<file path="config.mk">
export PLATFORM = sky130hd
export DESIGN_NAME = mem_scan_streamer_flat
export DESIGN_NICKNAME = d
export VERILOG_FILES = /design/src/rtl/mem_scan_streamer_pkg.sv /design/src/rtl/mem_scan_streamer_if.sv /design/src/rtl/mem_scan_streamer_skid.sv /design/src/rtl/mem_scan_streamer.sv /design/src/flat_wrapper.sv
export SDC_FILE = /design/constraint.sdc
export NUM_CORES = 1
export LEC_CHECK = 0
export CORE_ASPECT_RATIO = 0.8
export CORE_MARGIN = 5
export CORE_UTILIZATION = 43
export CTS_CLUSTER_SIZE = 10
export DETAILED_ROUTE_END_ITERATION = 10
export GPL_TIMING_DRIVEN = 0
export PLACE_DENSITY = 0.77
export SLEW_MARGIN = 20
export SYNTH_ARGS = -nofsm -noshare
export SYNTH_HDL_FRONTEND = slang
export SYNTH_SLANG_ARGS = --single-unit
</file>
<file path="constraint.sdc">
create_clock -name clk -period 4.45 [get_ports clk]
set_input_delay 0.89 -clock clk [delete_from_list [all_inputs] [get_ports clk]]
set_output_delay 0.89 -clock clk [all_outputs]
set_load 0.1 [all_outputs]
</file>
<file path="src/rtl/mem_scan_streamer_pkg.sv">
// Shared types and helpers for the memory scan streamer.
// Holds the FSM state encoding and the signature update step.
package mem_scan_pkg;

  localparam int SIG_W = 32;

  typedef enum logic [1:0] {
    IDLE  = 2'd0,
    SCAN  = 2'd1,
    DRAIN = 2'd2,
    DONE  = 2'd3
  } scan_state_t;

  // Rotate left by one, then fold in the zero-extended word.
  function automatic logic [SIG_W-1:0] sig_step(input logic [SIG_W-1:0] sig,
                                                input logic [SIG_W-1:0] word);
    return {sig[SIG_W-2:0], sig[SIG_W-1]} ^ word;
  endfunction

endpackage

</file>
<file path="src/rtl/mem_scan_streamer_if.sv">
// RAM read port plus the output word stream of the scan streamer.
// master = streamer side, slave = RAM/consumer side.
interface mem_scan_streamer_if #(
  parameter int ADDR_W = 12,
  parameter int DATA_W = 18
);
  logic [ADDR_W-1:0] raddr;
  logic [DATA_W-1:0] rdata;
  logic              out_valid;
  logic              out_ready;
  logic [DATA_W-1:0] out_data;
  logic              out_last;

  modport master (output raddr, out_valid, out_data, out_last,
                  input  rdata, out_ready);
  modport slave  (input  raddr, out_valid, out_data, out_last,
                  output rdata, out_ready);
endinterface

</file>
<file path="src/rtl/mem_scan_streamer_skid.sv">
// Two-entry FIFO of {last, data} feeding the output stream.
// Flush empties it in one cycle and wins over a same-cycle push.
module mem_scan_skid #(
  parameter int W = 18
) (
  input  logic         clk,
  input  logic         reset,
  input  logic         flush,
  input  logic         push,
  input  logic         push_last,
  input  logic [W-1:0] push_data,
  input  logic         pop,
  output logic         valid,
  output logic         head_last,
  output logic [W-1:0] head_data,
  output logic [1:0]   occ
);
  logic [1:0][W:0] mem;
  logic            wr_ptr, rd_ptr;
  logic            do_pop;

  assign do_pop = pop && (occ != 2'd0);
  assign valid  = (occ != 2'd0);
  assign {head_last, head_data} = mem[rd_ptr];

  always_ff @(posedge clk or negedge reset) begin
    if (!reset) begin
      mem    <= '0;
      wr_ptr <= 1'b0;
      rd_ptr <= 1'b0;
      occ    <= 2'd0;
    end else if (flush) begin
      wr_ptr <= 1'b0;
      rd_ptr <= 1'b0;
      occ    <= 2'd0;
    end else begin
      if (push) begin
        mem[wr_ptr] <= {push_last, push_data};
        wr_ptr      <= ~wr_ptr;
      end
      if (do_pop) rd_ptr <= ~rd_ptr;
      occ <= occ + 2'(push) - 2'(do_pop);
    end
  end
endmodule

</file>
<file path="src/rtl/mem_scan_streamer.sv">
// Sweeps an inclusive RAM address range, streams the words in order and
// keeps a rolling signature plus accepted-word count for readback checks.
module mem_scan_streamer
  import mem_scan_pkg::*;
#(
  parameter int ADDR_W    = 12,
  parameter int DATA_W    = 18,
  parameter int BUF_DEPTH = 2
) (
  input  logic              clk,
  input  logic              reset,
  input  logic              start,
  input  logic              abort,
  input  logic [ADDR_W-1:0] start_addr,
  input  logic [ADDR_W-1:0] end_addr,
  mem_scan_streamer_if.master bus,
  output logic              busy,
  output logic              done,
  output logic              aborted,
  output logic              range_err,
  output logic [ADDR_W:0]   word_count,
  output logic [SIG_W-1:0]  signature
);
  scan_state_t       state;
  logic [ADDR_W-1:0] cnt, end_r;
  logic              inflight, inflight_last;
  logic [1:0]        occ;
  logic [2:0]        room;
  logic              pop, issue, issue_last, flush;

  assign busy       = (state == SCAN) || (state == DRAIN);
  assign pop        = bus.out_valid & bus.out_ready;
  assign flush      = busy & abort;
  assign bus.raddr  = cnt;

  // Reserve a buffer slot for every read in flight so rdata is never dropped.
  assign room       = {1'b0, occ} + {2'b0, inflight} - {2'b0, pop};
  assign issue      = (state == SCAN) && !abort && (room < 3'(BUF_DEPTH));
  assign issue_last = issue && (cnt == end_r);

  mem_scan_skid #(.W(DATA_W)) u_skid (
    .clk       (clk),
    .reset     (reset),
    .flush     (flush),
    .push      (inflight),
    .push_last (inflight_last),
    .push_data (bus.rdata),
    .pop       (pop),
    .valid     (bus.out_valid),
    .head_last (bus.out_last),
    .head_data (bus.out_data),
    .occ       (occ)
  );

  always_ff @(posedge clk or negedge reset) begin
    if (!reset) begin
      state         <= IDLE;
      cnt           <= '0;
      end_r         <= '0;
      inflight      <= 1'b0;
      inflight_last <= 1'b0;
      done          <= 1'b0;
      aborted       <= 1'b0;
      range_err     <= 1'b0;
      word_count    <= '0;
      signature     <= '0;
    end else begin
      done          <= 1'b0;
      aborted       <= 1'b0;
      inflight      <= issue;
      inflight_last <= issue_last;
      if (pop) begin
        signature  <= sig_step(signature, 32'(bus.out_data));
        word_count <= word_count + 1'b1;
      end
      case (state)
        IDLE: if (start) begin
          end_r      <= end_addr;
          signature  <= '0;
          word_count <= '0;
          range_err  <= (end_addr < start_addr);
          if (end_addr < start_addr) begin
            state <= DONE;
          end else begin
            cnt   <= start_addr;
            state <= SCAN;
          end
        end
        SCAN: if (abort) begin
          state   <= IDLE;
          aborted <= 1'b1;
        end else if (issue) begin
          // Counter parks on end_addr so a top-of-memory range never wraps.
          if (issue_last) state <= DRAIN;
          else            cnt   <= cnt + 1'b1;
        end
        DRAIN: if (abort) begin
          state   <= IDLE;
          aborted <= 1'b1;
        end else if (occ == 2'd0 && !inflight && !pop) begin
          state <= DONE;
        end
        DONE: begin
          done  <= 1'b1;
          state <= IDLE;
        end
        default: state <= IDLE;
      endcase
    end
  end
endmodule

</file>
<file path="src/flat_wrapper.sv">
// flat-port wrapper written by rule: the top's interface ports become plain ports
module mem_scan_streamer_flat import mem_scan_pkg::*;
#(
  parameter int ADDR_W    = 12,
  parameter int DATA_W    = 18,
  parameter int BUF_DEPTH = 2
)
  (clk, reset, start, abort, start_addr, end_addr, busy, done, aborted, range_err, word_count, signature, bus_raddr, bus_out_valid, bus_out_data, bus_out_last, bus_rdata, bus_out_ready);
  mem_scan_streamer_if #(.ADDR_W(ADDR_W), .DATA_W(DATA_W)) bus_i ();
  input  logic clk;
  input  logic reset;
  input  logic start;
  input  logic abort;
  input  logic [ADDR_W-1:0] start_addr;
  input  logic [ADDR_W-1:0] end_addr;
  output logic busy;
  output logic done;
  output logic aborted;
  output logic range_err;
  output logic [ADDR_W:0] word_count;
  output logic [SIG_W-1:0] signature;
  output wire logic [$bits(bus_i.raddr)-1:0] bus_raddr;
  output wire logic [$bits(bus_i.out_valid)-1:0] bus_out_valid;
  output wire logic [$bits(bus_i.out_data)-1:0] bus_out_data;
  output wire logic [$bits(bus_i.out_last)-1:0] bus_out_last;
  input wire logic [$bits(bus_i.rdata)-1:0] bus_rdata;
  input wire logic [$bits(bus_i.out_ready)-1:0] bus_out_ready;
  assign bus_raddr = bus_i.raddr;
  assign bus_out_valid = bus_i.out_valid;
  assign bus_out_data = bus_i.out_data;
  assign bus_out_last = bus_i.out_last;
  assign bus_i.rdata = bus_rdata;
  assign bus_i.out_ready = bus_out_ready;
  mem_scan_streamer #(.ADDR_W(ADDR_W), .DATA_W(DATA_W), .BUF_DEPTH(BUF_DEPTH)) u_core (.clk(clk), .reset(reset), .start(start), .abort(abort), .start_addr(start_addr), .end_addr(end_addr), .bus(bus_i), .busy(busy), .done(done), .aborted(aborted), .range_err(range_err), .word_count(word_count), .signature(signature));
endmodule
</file>
## Word-level counts from Yosys, hierarchy flattened

Cells that the tools add are included.

| word-level totals | value |
|---|---|
| input port bits | 47 |
| flip-flop bits (word level) | 118 |
| logic and storage cells | 99 |

| cells by class | value |
|---|---|
| reductions and logical operators | 22 |
| eq/ne operators | 12 |
| add/subtract/negate cells | 6 |
| magnitude comparators | 5 |
| bitwise gates (word level) | 6 |
| mux-type cells | 33 |

Operators with widths:

| cell | count |
|---|---|
| $mux W32 | 3 |
| $mux W12 | 5 |
| $mux W19 | 3 |
| $mux W13 | 3 |
| $bwmux W38 | 1 |
| $xor A32 B18 Y32 | 1 |
| $pmux W12 S2 | 1 |
| $demux W19 S1 | 1 |
| $mux W2 | 8 |
| $add A13 B1 Y13 const B | 1 |
| $add A12 B1 Y12 const B | 1 |
| $eq A12 B12 Y1 | 1 |
| $lt A12 B12 Y1 | 1 |
| $ne A2 B2 Y1 const B | 4 |
| $pmux W2 S4 | 1 |
| $reduce_bool A2 Y1 | 4 |
| $logic_and A1 B1 Y1 | 7 |
| $mux W1 | 7 |
| $ne A3 B2 Y1 const B | 2 |
| $reduce_and A6 Y1 | 1 |
| $eq A2 B2 Y1 const B | 2 |
| $logic_not A2 Y1 | 2 |
| $lt A1 B2 Y1 const B | 2 |
| $reduce_and A2 Y1 | 2 |
| other kinds (15) | 20 |

## Longest topological paths before layout

Gate-level depths: netlist (run 1).

| logic depth | value |
|---|---|
| depth in word-level cells | 10 |
| mapped depth | 18 |
| depth with buffers taken out | 15 |

## Modules after synthesis

From an unflattened synthesis (run 1), not the netlist that was laid out.

| second synthesis, totals | value |
|---|---|
| cells, all modules | 567 |
| area total of the unflattened synthesis | 6030.8 um2 |

By module, submodules not included:

| module | times used | area each (um2) | cells each |
|---|---|---|---|
| mem_scan_streamer | 1 | 4098.9 | 446 |
| mem_scan_skid | 1 | 1931.9 | 121 |

## Worst setup path after synthesis (run 1)

Ideal clock, no wire load.

| path | value |
|---|---|
| path type | flip-flop to flip-flop |
| start | reg u_core.u_skid.occ[1] |
| end | reg u_core.cnt[9], in the netlist u_core.bus.raddr[9] |
| cell stages (with the launch flop) | 19 |
| buffers on the path | 3 |
| arrival | 4298 ps |
| library setup time | 133 ps |
| setup slack | 19 ps |
| path through | dfrtp_1 or2_1 nand2_1 inv_2 buf_2 buf_1 ha_1 inv_1 ha_1 inv_1 fa_1 xnor2_1 nand4_1 clkinv_1 o21ai_1 a211oi_4 buf_6 mux2i_1 nand3_1 |

| between the ends | value |
|---|---|
| longest elaborated chain between the ends | 8 |
| elaborated cells between the ends (all ways) | 10 |
| those cells by class | add/sub: 2; order compare: 1; eq/ne: 2; bitwise: 1; reduce/logical: 4 |

Ends and longest elaborated chain:

| what | line | source |
|---|---|---|
| from (decl) | mem_scan_streamer_skid.sv:16 | `output logic [1:0] occ` |
| from (signal assigned) | mem_scan_streamer_skid.sv:42 | `occ <= occ + 2'(push) - 2'(do_pop);` |
| $reduce_bool A2 Y1 (*) | mem_scan_streamer_skid.sv:23 | `assign valid = (occ != 2'd0);` |
| net bus_out_valid | flat_wrapper.sv:23 | `output wire logic [$bits(bus_i.out_valid)-1:0] bus_out_valid;` |
| $and A1 B1 Y1 (*) | mem_scan_streamer.sv:32 | `assign pop = bus.out_valid & bus.out_ready;` |
| $sub A3 B1 Y3 (*) | mem_scan_streamer.sv:37 | `assign room = {1'b0, occ} + {2'b0, inflight} - {2'b0, pop};` |
| $lt A3 B2 Y1 (*) | mem_scan_streamer.sv:38 | `assign issue = (state == SCAN) && !abort && (room < 3'(BUF_DEPTH));` |
| $logic_and A1 B1 Y1 (*) | mem_scan_streamer.sv:38 |  |
| net u_core.issue | mem_scan_streamer.sv:29 | `logic pop, issue, issue_last, flush;` |
| $logic_and A1 B1 Y1 | mem_scan_streamer.sv:39 | `assign issue_last = issue && (cnt == end_r);` |
| $ne A2 B2 Y1 (no line) | -- |  |
| $reduce_and A6 Y1 (no line) (*) | -- |  |
| to (signal assigned) | mem_scan_streamer.sv:85 | `cnt <= start_addr;` |
| to (signal assigned) | mem_scan_streamer.sv:95 | `else cnt <= cnt + 1'b1;` |
| to (decl) | mem_scan_streamer.sv:25 | `logic [ADDR_W-1:0] cnt, end_r;` |

Mark *: on every way through the listed nets, which the timed path passes. The rest lies on a longest branch.
A chain may end at the register's enable or synchronous reset.

## Final worst setup path (run 1)

| path | value |
|---|---|
| start | in bus_out_ready |
| end | reg u_core.cnt[6], in the netlist u_core.bus.raddr[6] |

| between the ends | value |
|---|---|
| longest elaborated chain between the ends | 7 |
| elaborated cells between the ends (all ways) | 8 |
| those cells by class | add/sub: 1; order compare: 1; eq/ne: 2; bitwise: 1; reduce/logical: 3 |

Ends and longest elaborated chain:

| what | line | source |
|---|---|---|
| from (decl) | flat_wrapper.sv:27 | `input wire logic [$bits(bus_i.out_ready)-1:0] bus_out_ready;` |
| $and A1 B1 Y1 (*) | mem_scan_streamer.sv:32 |  |
| $sub A3 B1 Y3 (*) | mem_scan_streamer.sv:37 |  |
| $lt A3 B2 Y1 (*) | mem_scan_streamer.sv:38 |  |
| $logic_and A1 B1 Y1 (*) | mem_scan_streamer.sv:38 |  |
| net u_core.issue | mem_scan_streamer.sv:29 |  |
| $logic_and A1 B1 Y1 | mem_scan_streamer.sv:39 |  |
| $ne A2 B2 Y1 (no line) | -- |  |
| $reduce_and A6 Y1 (no line) (*) | -- |  |

Marked as above.

==> flow_summary.toml, run 1 <==
[outcome]
status = "finished, final reports clean"

[logic_synthesis]
syn_avg_cell_area_sq_um = 10.4
syn_area_sq_mm = 0.00599
syn-num-nets = 642
synth.most_common_cell = "dfrtp_1"
synth_ff_type = "dfrtp_1"
syn-instance-count = 574
synth_common_cells = "118 x dfrtp_1, 85 x nand2_1, 70 x mux2_2, 44 x nor2_1, 40 x a21oi_1"
yosysTopAreaCell = "dfrtp_1"
synthArstFlopShare_pct = 100
synth_area_leaders = "dfrtp_1 49%, mux2_2 13%, nand2_1 5.3%, ha_1 4.2%, nand3b_1 3.5%"
yosys.cell_types.count = 44
ys.warnings.count = 0
ys_ff_latch = 118
synth-edff-count = 0
yosysTopAreaCellShare_pct = 49.3
ys_seq_area_share_pct = 49.3

[critical_path]
startpoint_type = "input pin"
crit_chain = "clkdlybuf4s50_1, nand2_1, inv_2, clkbuf_4, ha_1, inv_1, ha_1, inv_1, fa_1, xnor2_1, nand4_1, clkinv_1, o21ai_1, a211oi_4, buf_6, mux2i_1, nand3_1"
cp_num_buf_inv = 7
crit_fanout = 19
path_delay_family = "buffers and inverters"
worst_setup_path_end_kind = "flop"
slowest_delay_ns = 0.47
cp.arrival_ns = 4.41
crit_required_ns = 4.74
crit_type = "in2reg"
cpMaxStageDelayCell = "clkdlybuf4s50_1"

[timing]
worst_pin_slew_ns = 1.03
fmax_ghz = 0.243
slew_headroom_pct = 31.3
finalCriticalPeriod_ns = 4.12
maxSlewViolCount = 0
clock-skew-final_ns = 0.00742
min_period_over_period_pct = 92.7
finalHoldViolCount = 0
setup_violations = 0
rsz0062_at_grt = "no"

[floorplan]
num_io_pins = 128
fp.coreArea_sq_mm = 0.0136
chipHeight_microns = 116
die_w_microns = 142
num_rows = 38
dieArea_sq_mm = 0.0164
start_util_pct = 44.1

[drt]
drt-total-wl_microns = 15600
vias_per_cell = 5.26
drc_errors = 0
avgRoutedWirePerCell_microns = 17.0
drtIter0Drc = 400
vias = 4810
drtPass1Iterations = 4
final_antenna_net_count = 0

[clocking]
tritoncts = "done"
cts.sinks = 118
cts_buffers = 17
root_buffer = "clkbuf_16"
insertion_delay_ns = 0.41
clk_pin_slew_worst_paths_ns = 0.06
cts_hold_buffers = 0
clockBufferDepth = 2
htree_levels = 4

[global_route]
antenna_found_initial = 0
grt_max_degree = 83
grt_pass1_vias = 5015
grt_remaining_overflow = 0
grt_pass1_wl_microns = 25300
gr-usage-all-layers_pct = 19.5

[worst_hold_path]
min_path_type = "in2async"

[finish]
n_antenna_cell = 0
stdcell_area_sq_mm = 0.00814
nets = 790
drive_gt1_share_pct = 16.5
seqCellArea_sq_mm = 0.00295
multi_input_area_sq_mm = 0.00284
fillers = 1098
layout-area-overhead-vs-synth_pct = 35.9
fin_util_pct = 59.9

[placed_design]
port_buffers = 127
placed_area_sq_mm = 0.00752
dp_hpwl_microns = 11500
place_congestion = 0.911

[flow_run]
maxCapViolations = 0
==> repair_timing <==
| action | in CTS | in global routing |
|---|---|---|
| resized for setup | 0 | 1 |
| setup buffers | 0 | 2 |
| pin swaps | 0 | 1 |
| endpoints found under the setup margin | 12 | 10 |
==> cell type report <==
cell class	instances	area share, %
plain buffers	26	1.46
clock buffers	18	5.39
clock inverters	14	2.15
inverters	20	0.922
multi-input cells	409	34.9
flip-flops and latches	118	36.3
well taps	180	2.77
repair buffers	130	16.1
==> cell families after synthesis <==
group	Yosys count	synth area share (%)
AO/OA/AOI/OAI	54	5.08
adder cells (fa/ha/maj)	21	4.51
AND/OR/NAND/NOR	223	18.4
XOR/XNOR	28	4.09
multiplexers	83	15.4
buffers and inverters	47	3.26
flip-flops	118	49.3
==> through the flow <==
stage / setup slack [ns] / TNS [ns] / std cells / hold WS, ns
after global routing: 0.0517 / 0 / 915 / 0.388
after floorplan: 0.0195 / 0 / 574 / 0.474
after detailed placement: -0.618 / -6.58 / 882 / 0.487
after global placement: -2.03 / -245.20 / 881 / 0.481
after CTS: 0.0768 / 0 / 913 / 0.375
final: 0.326 / 0 / 915 / 0.367
==> metal layers <==
metal  wire length (microns)  part of all wire, %  global-route usage [%]  up-vias
li1                        -                    -                       -     2267
met4                     279                  1.8                    6.52        0
met5                       0                    0                       0        -
met1                    6860                   44                    26.2     2359
met3                     932                  6.0                    4.79       27
met2                    7510                   48                    31.3      157
==> cell usage in the layout (no fill, tap or decap), types with 12 or more instances in the layout <==
master / count
nand3_1: 26
nand3b_1: 28
clkdlybuf4s50_1: 126
mux2i_1: 12
a21oi_1: 40
dfrtp_1: 118
mux2_2: 70
nor2_1: 44
inv_1: 18
nand2_1: 85
ha_1: 20
clkbuf_1: 14
xnor2_1: 19
clkbuf_16: 17
==> worst paths after layout <==
path / startpoint / endpoint / slack [ns] / depth (start not counted)
setup / recovery: bus_out_ready / u_core.bus.raddr[6] / 0.33 / 17
hold / removal: reset / u_core.end_r[1] / 0.37 / 1
setup reg to reg: u_core.u_skid.occ[1] / u_core.bus.raddr[6] / 0.53 / 17
hold reg to reg: u_core.inflight_last / u_core.u_skid.mem[37] / 0.50 / 1
max in group asynchronous: reset / u_core.signature[0] / 3.34 / 2
min in group clk: u_core.inflight_last / u_core.u_skid.mem[37] / 0.50 / 1
==> state kept, by name (all words and copies together), names as in the netlist <==
| signal | flops |
|---|---|
| u_core.u_skid.rd_ptr | 1 |
| u_core.signature | 32 |
| u_core.end_r | 12 |
| u_core.u_skid.mem | 38 |
| u_core.range_err | 1 |
| u_core.done | 1 |
| u_core.u_skid.wr_ptr | 1 |
| u_core.word_count | 13 |
| u_core.inflight_last | 1 |
| u_core.aborted | 1 |
| u_core.inflight | 1 |
| u_core.bus.raddr | 12 |
| u_core.state | 2 |
| u_core.u_skid.occ | 2 |
Power of run 1 is not shown: default switching activity piles up to over one toggle a cycle in this logic, so the estimate is an artifact.
==> run 2: changes to the inputs <==
- ABC_AREA: not set -> 1
==> run 2 against run 1 <==
Routed wire length rose by 12%. First-iteration DRC count rose by 5.8%. Global-route usage rose by 1.0 points. Largest cell class unchanged. Cell area rose by 2.9%. Synthesized cell count rose by 45%. Non-clock buffer count rose by 5. Critical path depth did not move. Synthesized area rose by 4.9%. Final cell count rose by 28%.
==> flow_summary.toml, run 2 <==
[critical_path]
cp_common_cell = "inv_1"
path_delay_family = "buffers and inverters"
startpoint = "bus_out_ready"
crit_required_ns = 4.74
timing.rr.start = "u_core.u_skid.occ[1]"
crit_chain = "clkdlybuf4s50_1, inv_1, nor2_4, buf_2, ha_1, inv_1, ha_1, inv_1, fa_1, nand3_1, nor2_2, a21oi_1, nor2_2, nand3_2, buf_6, nand2_1, nand2_1"
crit-reg2reg-capture = "u_core.bus.raddr[1]"
worst_setup_path_end_kind = "flop"
cpMaxStageDelayCell = "clkdlybuf4s50_1"
slowest_delay_ns = 0.51
crit_type = "in2reg"
startpoint_type = "input pin"
cp_num_buf_inv = 6
rr_worst_depth = 16
regToRegSetupSlack_ns = 1.30
crit_fanout = 10
cp.arrival_ns = 3.93

[worst_hold_path]
min_path_type = "in2async"

[logic_synthesis]
yosysTopAreaCell = "dfrtp_1"
syn_area_sq_mm = 0.00628
yosys.cell_types.count = 30
ys.warnings.count = 0
synthArstFlopShare_pct = 100
synth.most_common_cell = "nand2_1"
syn-instance-count = 832
syn_avg_cell_area_sq_um = 7.55
synth_area_leaders = "dfrtp_1 47%, nand2_1 16%, inv_1 7.1%, o21ai_0 6.1%, ha_1 4.0%"
synth_common_cells = "269 x nand2_1, 119 x inv_1, 118 x dfrtp_1, 76 x o21ai_0, 59 x nor2_1"
ys_ff_latch = 118
ys_seq_area_share_pct = 47.0
synth-edff-count = 0
synth_ff_type = "dfrtp_1"
yosysTopAreaCellShare_pct = 47.0
syn-num-nets = 900

[placed_design]
port_buffers = 127
dp_hpwl_microns = 12800
dp.cells = 1144
place_congestion = 0.896

[global_route]
grt_pass1_vias = 5649
grt_max_degree = 80
grt_remaining_overflow = 0
antenna_found_initial = 0
gr-usage-all-layers_pct = 20.5
grt_pass1_wl_microns = 29000

[clocking]
clk_pin_slew_worst_paths_ns = 0.05
insertion_delay_ns = 0.41
cts_resized = 0
htree_levels = 4
cts.sinks = 118
cts_hold_buffers = 0
cts_buffers = 17
clockBufferDepth = 2
tritoncts = "done"
cts_setup_buffers = 0
root_buffer = "clkbuf_16"

[finish]
layout-area-overhead-vs-synth_pct = 33.4
final_cell_mix = "269 x nand2_1, 126 x clkdlybuf4s50_1, 119 x inv_1"
final_common_cell = "nand2_1"
n_antenna_cell = 0
largest_register_ffs = 38
fillers = 1325
fin_util_pct = 58.6
top_regs = "u_core.u_skid.mem (38), u_core.signature (32), u_core.word_count (13)"
nets = 1047
regMostFlops = "u_core.u_skid.mem"
drive_gt1_share_pct = 7.37
fin_cells = 1175

[drt]
final_antenna_net_count = 0
vias_per_cell = 5.02
drtIter0Drc = 423
drtPass1Iterations = 5
drc_errors = 0
vias = 5897
drt-total-wl_microns = 17400
avgRoutedWirePerCell_microns = 14.8

[flow_run]
maxCapViolations = 0

[timing]
setup_violations = 0
min_period_over_period_pct = 81.8
worst_pin_slew_ns = 1.04
fmax_ghz = 0.275
maxSlewViolCount = 0
slew_headroom_pct = 30.4
finalCriticalPeriod_ns = 3.64
rsz0062_at_grt = "no"
finalHoldViolCount = 0
clock-skew-final_ns = 0.0152
fin_tns_setup_ns = 0

[floorplan]
start_util_pct = 43.9
die_w_microns = 145
num_rows = 39
num_io_pins = 128
dieArea_sq_mm = 0.0171
fp.coreArea_sq_mm = 0.0143
chipHeight_microns = 118

[outcome]
status = "finished, final reports clean"
[run 2: changes by cell type in the layout (fill, tap and decap cells not counted), sizes merged, moves of 15 or more]
cell and delta:
nor2 +21, o211ai +18, nand3 +18, mux2 -71
o21ai +70, nand3b -26, nand2 +184, a21oi -21
or2 +15, inv +98
[run 2: final cells by class]
cell class	count	area, sq um	share of cell area (%)
plain buffers	33	155	1.85
clock buffers	21	460	5.50
clock inverters	10	105	1.25
inverters	121	454	5.42
multi-input cells	560	2720	32.5
flip-flops and latches	118	2950	35.2
well taps	184	230	2.75
repair buffers	128	1300	15.5
[run 2: through the flow]
stage	hold WS, ns	setup slack (ns)	area [sq um]
floorplan	0.453	1.31	6280
global placement	0.466	-2.24	7780
detailed placement	0.470	0.425	7810
CTS	0.399	0.810	8380
global route	0.411	0.610	8380
finish	0.381	0.809	8380
[run 2: how the worst max path moves through the flow]
| stage | slack, ns | cells past startpoint | endpoint |
|---|---|---|---|
| final | 0.81 | 17 | u_core.bus.raddr[1] |
| after global routing | 0.61 | 17 | u_core.bus.raddr[10] |
| after CTS | 0.81 | 17 | u_core.bus.raddr[1] |
| after detailed placement | 0.43 | 17 | u_core.bus.raddr[1] |
| after global placement | -2.24 | 1 | u_core.word_count[11] |
| after floorplan | 1.31 | 14 | u_core.bus.raddr[2] |
[run 2: cell families (layout without fill, tap and decap cells)]
logic type / after synthesis / in the layout / synth area share (%)
simple gates: 414 / 414 / 27.7
buf+inv: 154 / 313 / 9.70
flops: 118 / 118 / 47.0
compound gates: 116 / 116 / 10.1
fa+ha+maj: 21 / 21 / 4.30
xor+xnor: 9 / 9 / 1.25
[run 2: metal layers]
metal	part of all wire (%)	wire length (microns)	vias to the layer above	GRT usage (%)
met5	0	0	-	0
met4	1.9	333	0	6.29
met3	7.3	1260	22	4.77
met2	45	7770	184	31.2
met1	46	8020	2782	29.2
li1	-	-	2909	-
[run 2: worst register-to-register path, delay by kind of cell (launching register included)]
kind	cells	cell delay, ns
AOI/OAI and AO/OA	1	0.07
adders and majority gates	3	0.88
buffers and inverters	4	0.60
DFF	1	0.45
and+or+nand+nor	8	1.04
Power of run 2 is left out for the same reason.
==> run 3: changes to the inputs <==
- clock period: 4.45 -> 3.45 ns (I/O delays scaled with it)
==> run 3 against run 2 <==
Register-to-register slack worse by 0.92 ns. Critical path type unchanged. Count of clock-buffer cells in the layout unchanged. Via count down 0.15%. Critical endpoint unchanged. Global-route usage unchanged. Final cell count up 0.26%. Setup slack worse by 0.59 ns. Die area unchanged. Non-clock buffer count up 3.
==> flow_summary.toml, run 3 (same netlist as run 2, synthesis figures left out) <==
[finish]
layout-area-overhead-vs-synth_pct = 33.8
regMostFlops = "u_core.u_skid.mem"
drive_gt1_share_pct = 7.65
fin_util_pct = 58.8
fin_cells = 1178
top_regs = "u_core.u_skid.mem (38), u_core.signature (32), u_core.word_count (13)"
final_cell_mix = "269 x nand2_1, 126 x clkdlybuf4s50_1, 119 x inv_1"
largest_register_ffs = 38
final_common_cell = "nand2_1"
n_antenna_cell = 0
stdcell_area_sq_mm = 0.00840
nets = 1050
fillers = 1323

[critical_path]
crit_required_ns = 3.74
crit_chain = "clkdlybuf4s50_1, inv_1, nor2_4, buf_4, ha_1, inv_1, ha_1, inv_1, fa_1, nand3_1, nor2_2, a21oi_1, nor2_2, nand3_2, buf_6, nand2_1, nand2_1"
regToRegSetupSlack_ns = 0.38
cpMaxStageDelayCell = "clkdlybuf4s50_1"
timing.rr.start = "u_core.u_skid.occ[1]"
startpoint_type = "input pin"
crit_type = "in2reg"
cp.arrival_ns = 3.53
crit_fanout = 10
crit-reg2reg-capture = "u_core.bus.raddr[1]"
cp_common_cell = "inv_1"
worst_setup_path_end_kind = "flop"
slowest_delay_ns = 0.51
rr_worst_depth = 16

[floorplan]
fp.coreArea_sq_mm = 0.0143
dieArea_sq_mm = 0.0171
start_util_pct = 43.9
die_w_microns = 145
num_io_pins = 128
num_rows = 39
chipHeight_microns = 118

[timing]
clock-skew-final_ns = 0.0110
fmax_ghz = 0.309
worst_pin_slew_ns = 1.04
rsz0062_at_grt = "no"
setup_violations = 0
finalHoldViolCount = 0
maxSlewViolCount = 0
min_period_over_period_pct = 93.7
finalCriticalPeriod_ns = 3.23
hold-worst-slack_ns = 0.183
slew_headroom_pct = 30.4

[clocking]
cts.sinks = 118
root_buffer = "clkbuf_16"
clockBufferDepth = 2
htree_levels = 4
insertion_delay_ns = 0.41
cts_buffers = 17
tritoncts = "done"
clk_pin_slew_worst_paths_ns = 0.05

[drt]
final_antenna_net_count = 0
drt-total-wl_microns = 17500
drtPass1Iterations = 5
avgRoutedWirePerCell_microns = 14.8
vias = 5888
drtIter0Drc = 451
vias_per_cell = 5.00
drc_errors = 0

[global_route]
grt_pass1_vias = 5649
grt_remaining_overflow = 0
grt_max_degree = 80
grt_pass1_wl_microns = 29000
gr-usage-all-layers_pct = 20.5
antenna_found_initial = 0

[outcome]
status = "finished, final reports clean"

[placed_design]
place_congestion = 0.896
port_buffers = 127
dp_hpwl_microns = 12800
dp.cells = 1144
placed_area_sq_mm = 0.00781

[flow_run]
maxCapViolations = 0

[worst_hold_path]
min_path_type = "in2async"
run 3: changes by cell type in the layout (fill, tap and decap cells not counted), sizes merged:
cell | previous run | this run
buf | 16 | 19
run 3: layer usage:
| layer | GRT usage (%) | vias to the layer above | routed length [microns] |
|---|---|---|---|
| met4 | 6.29 | 0 | 333 |
| met5 | 0 | - | 0 |
| li1 | - | 2914 | - |
| met1 | 29.2 | 2763 | 8130 |
| met3 | 4.77 | 23 | 1180 |
| met2 | 31.2 | 188 | 7810 |
run 3: how the worst max path moves through the flow:
stage	start	endpoint	slack (ns)	cells past startpoint
floorplan	u_core.u_skid.occ[1]	u_core.bus.raddr[2]	0.31	14
global placement	reset	u_core.word_count[11]	-3.04	1
detailed placement	bus_out_ready	u_core.bus.raddr[1]	-0.37	17
CTS	bus_out_ready	u_core.bus.raddr[1]	0.01	17
global route	bus_out_ready	u_core.bus.raddr[10]	0.01	17
finish	bus_out_ready	u_core.bus.raddr[1]	0.22	17
run 3: final cells by class:
cell class,count,area (sq um),share of cell area [%]
timing repair buffer,131,1320,15.7
tap,184,230,2.74
inverter,121,454,5.41
sequential,118,2950,35.1
buffer,33,158,1.88
multi-input combinational,560,2720,32.4
clock inverter,10,105,1.25
clock buffer,21,460,5.48
run 3: what timing repair did:
action | in CTS | in global routing
buffers inserted | 0 | 3
endpoints found under the setup margin | 0 | 11
hold endpoints to repair | 0 | 0
resized for setup | 0 | 2
hold buffers | 0 | 0
run 3: metrics by stage:
step | worst slack, ns | setup TNS [ns]
final | 0.216 | 0
after global routing | 0.0145 | 0
after CTS | 0.00963 | 0
after detailed placement | -0.375 | -4.55
after global placement | -3.04 | -361.65
after floorplan | 0.312 | 0
run 3: critical path, delay by kind of cell:
family | cells | cell delay (ns)
and+or+nand+nor | 7 | 0.81
buffers and inverters | 6 | 1.11
AOI/OAI and AO/OA | 1 | 0.07
adders and majority gates | 3 | 0.85
Power of run 3 is left out for the same reason.
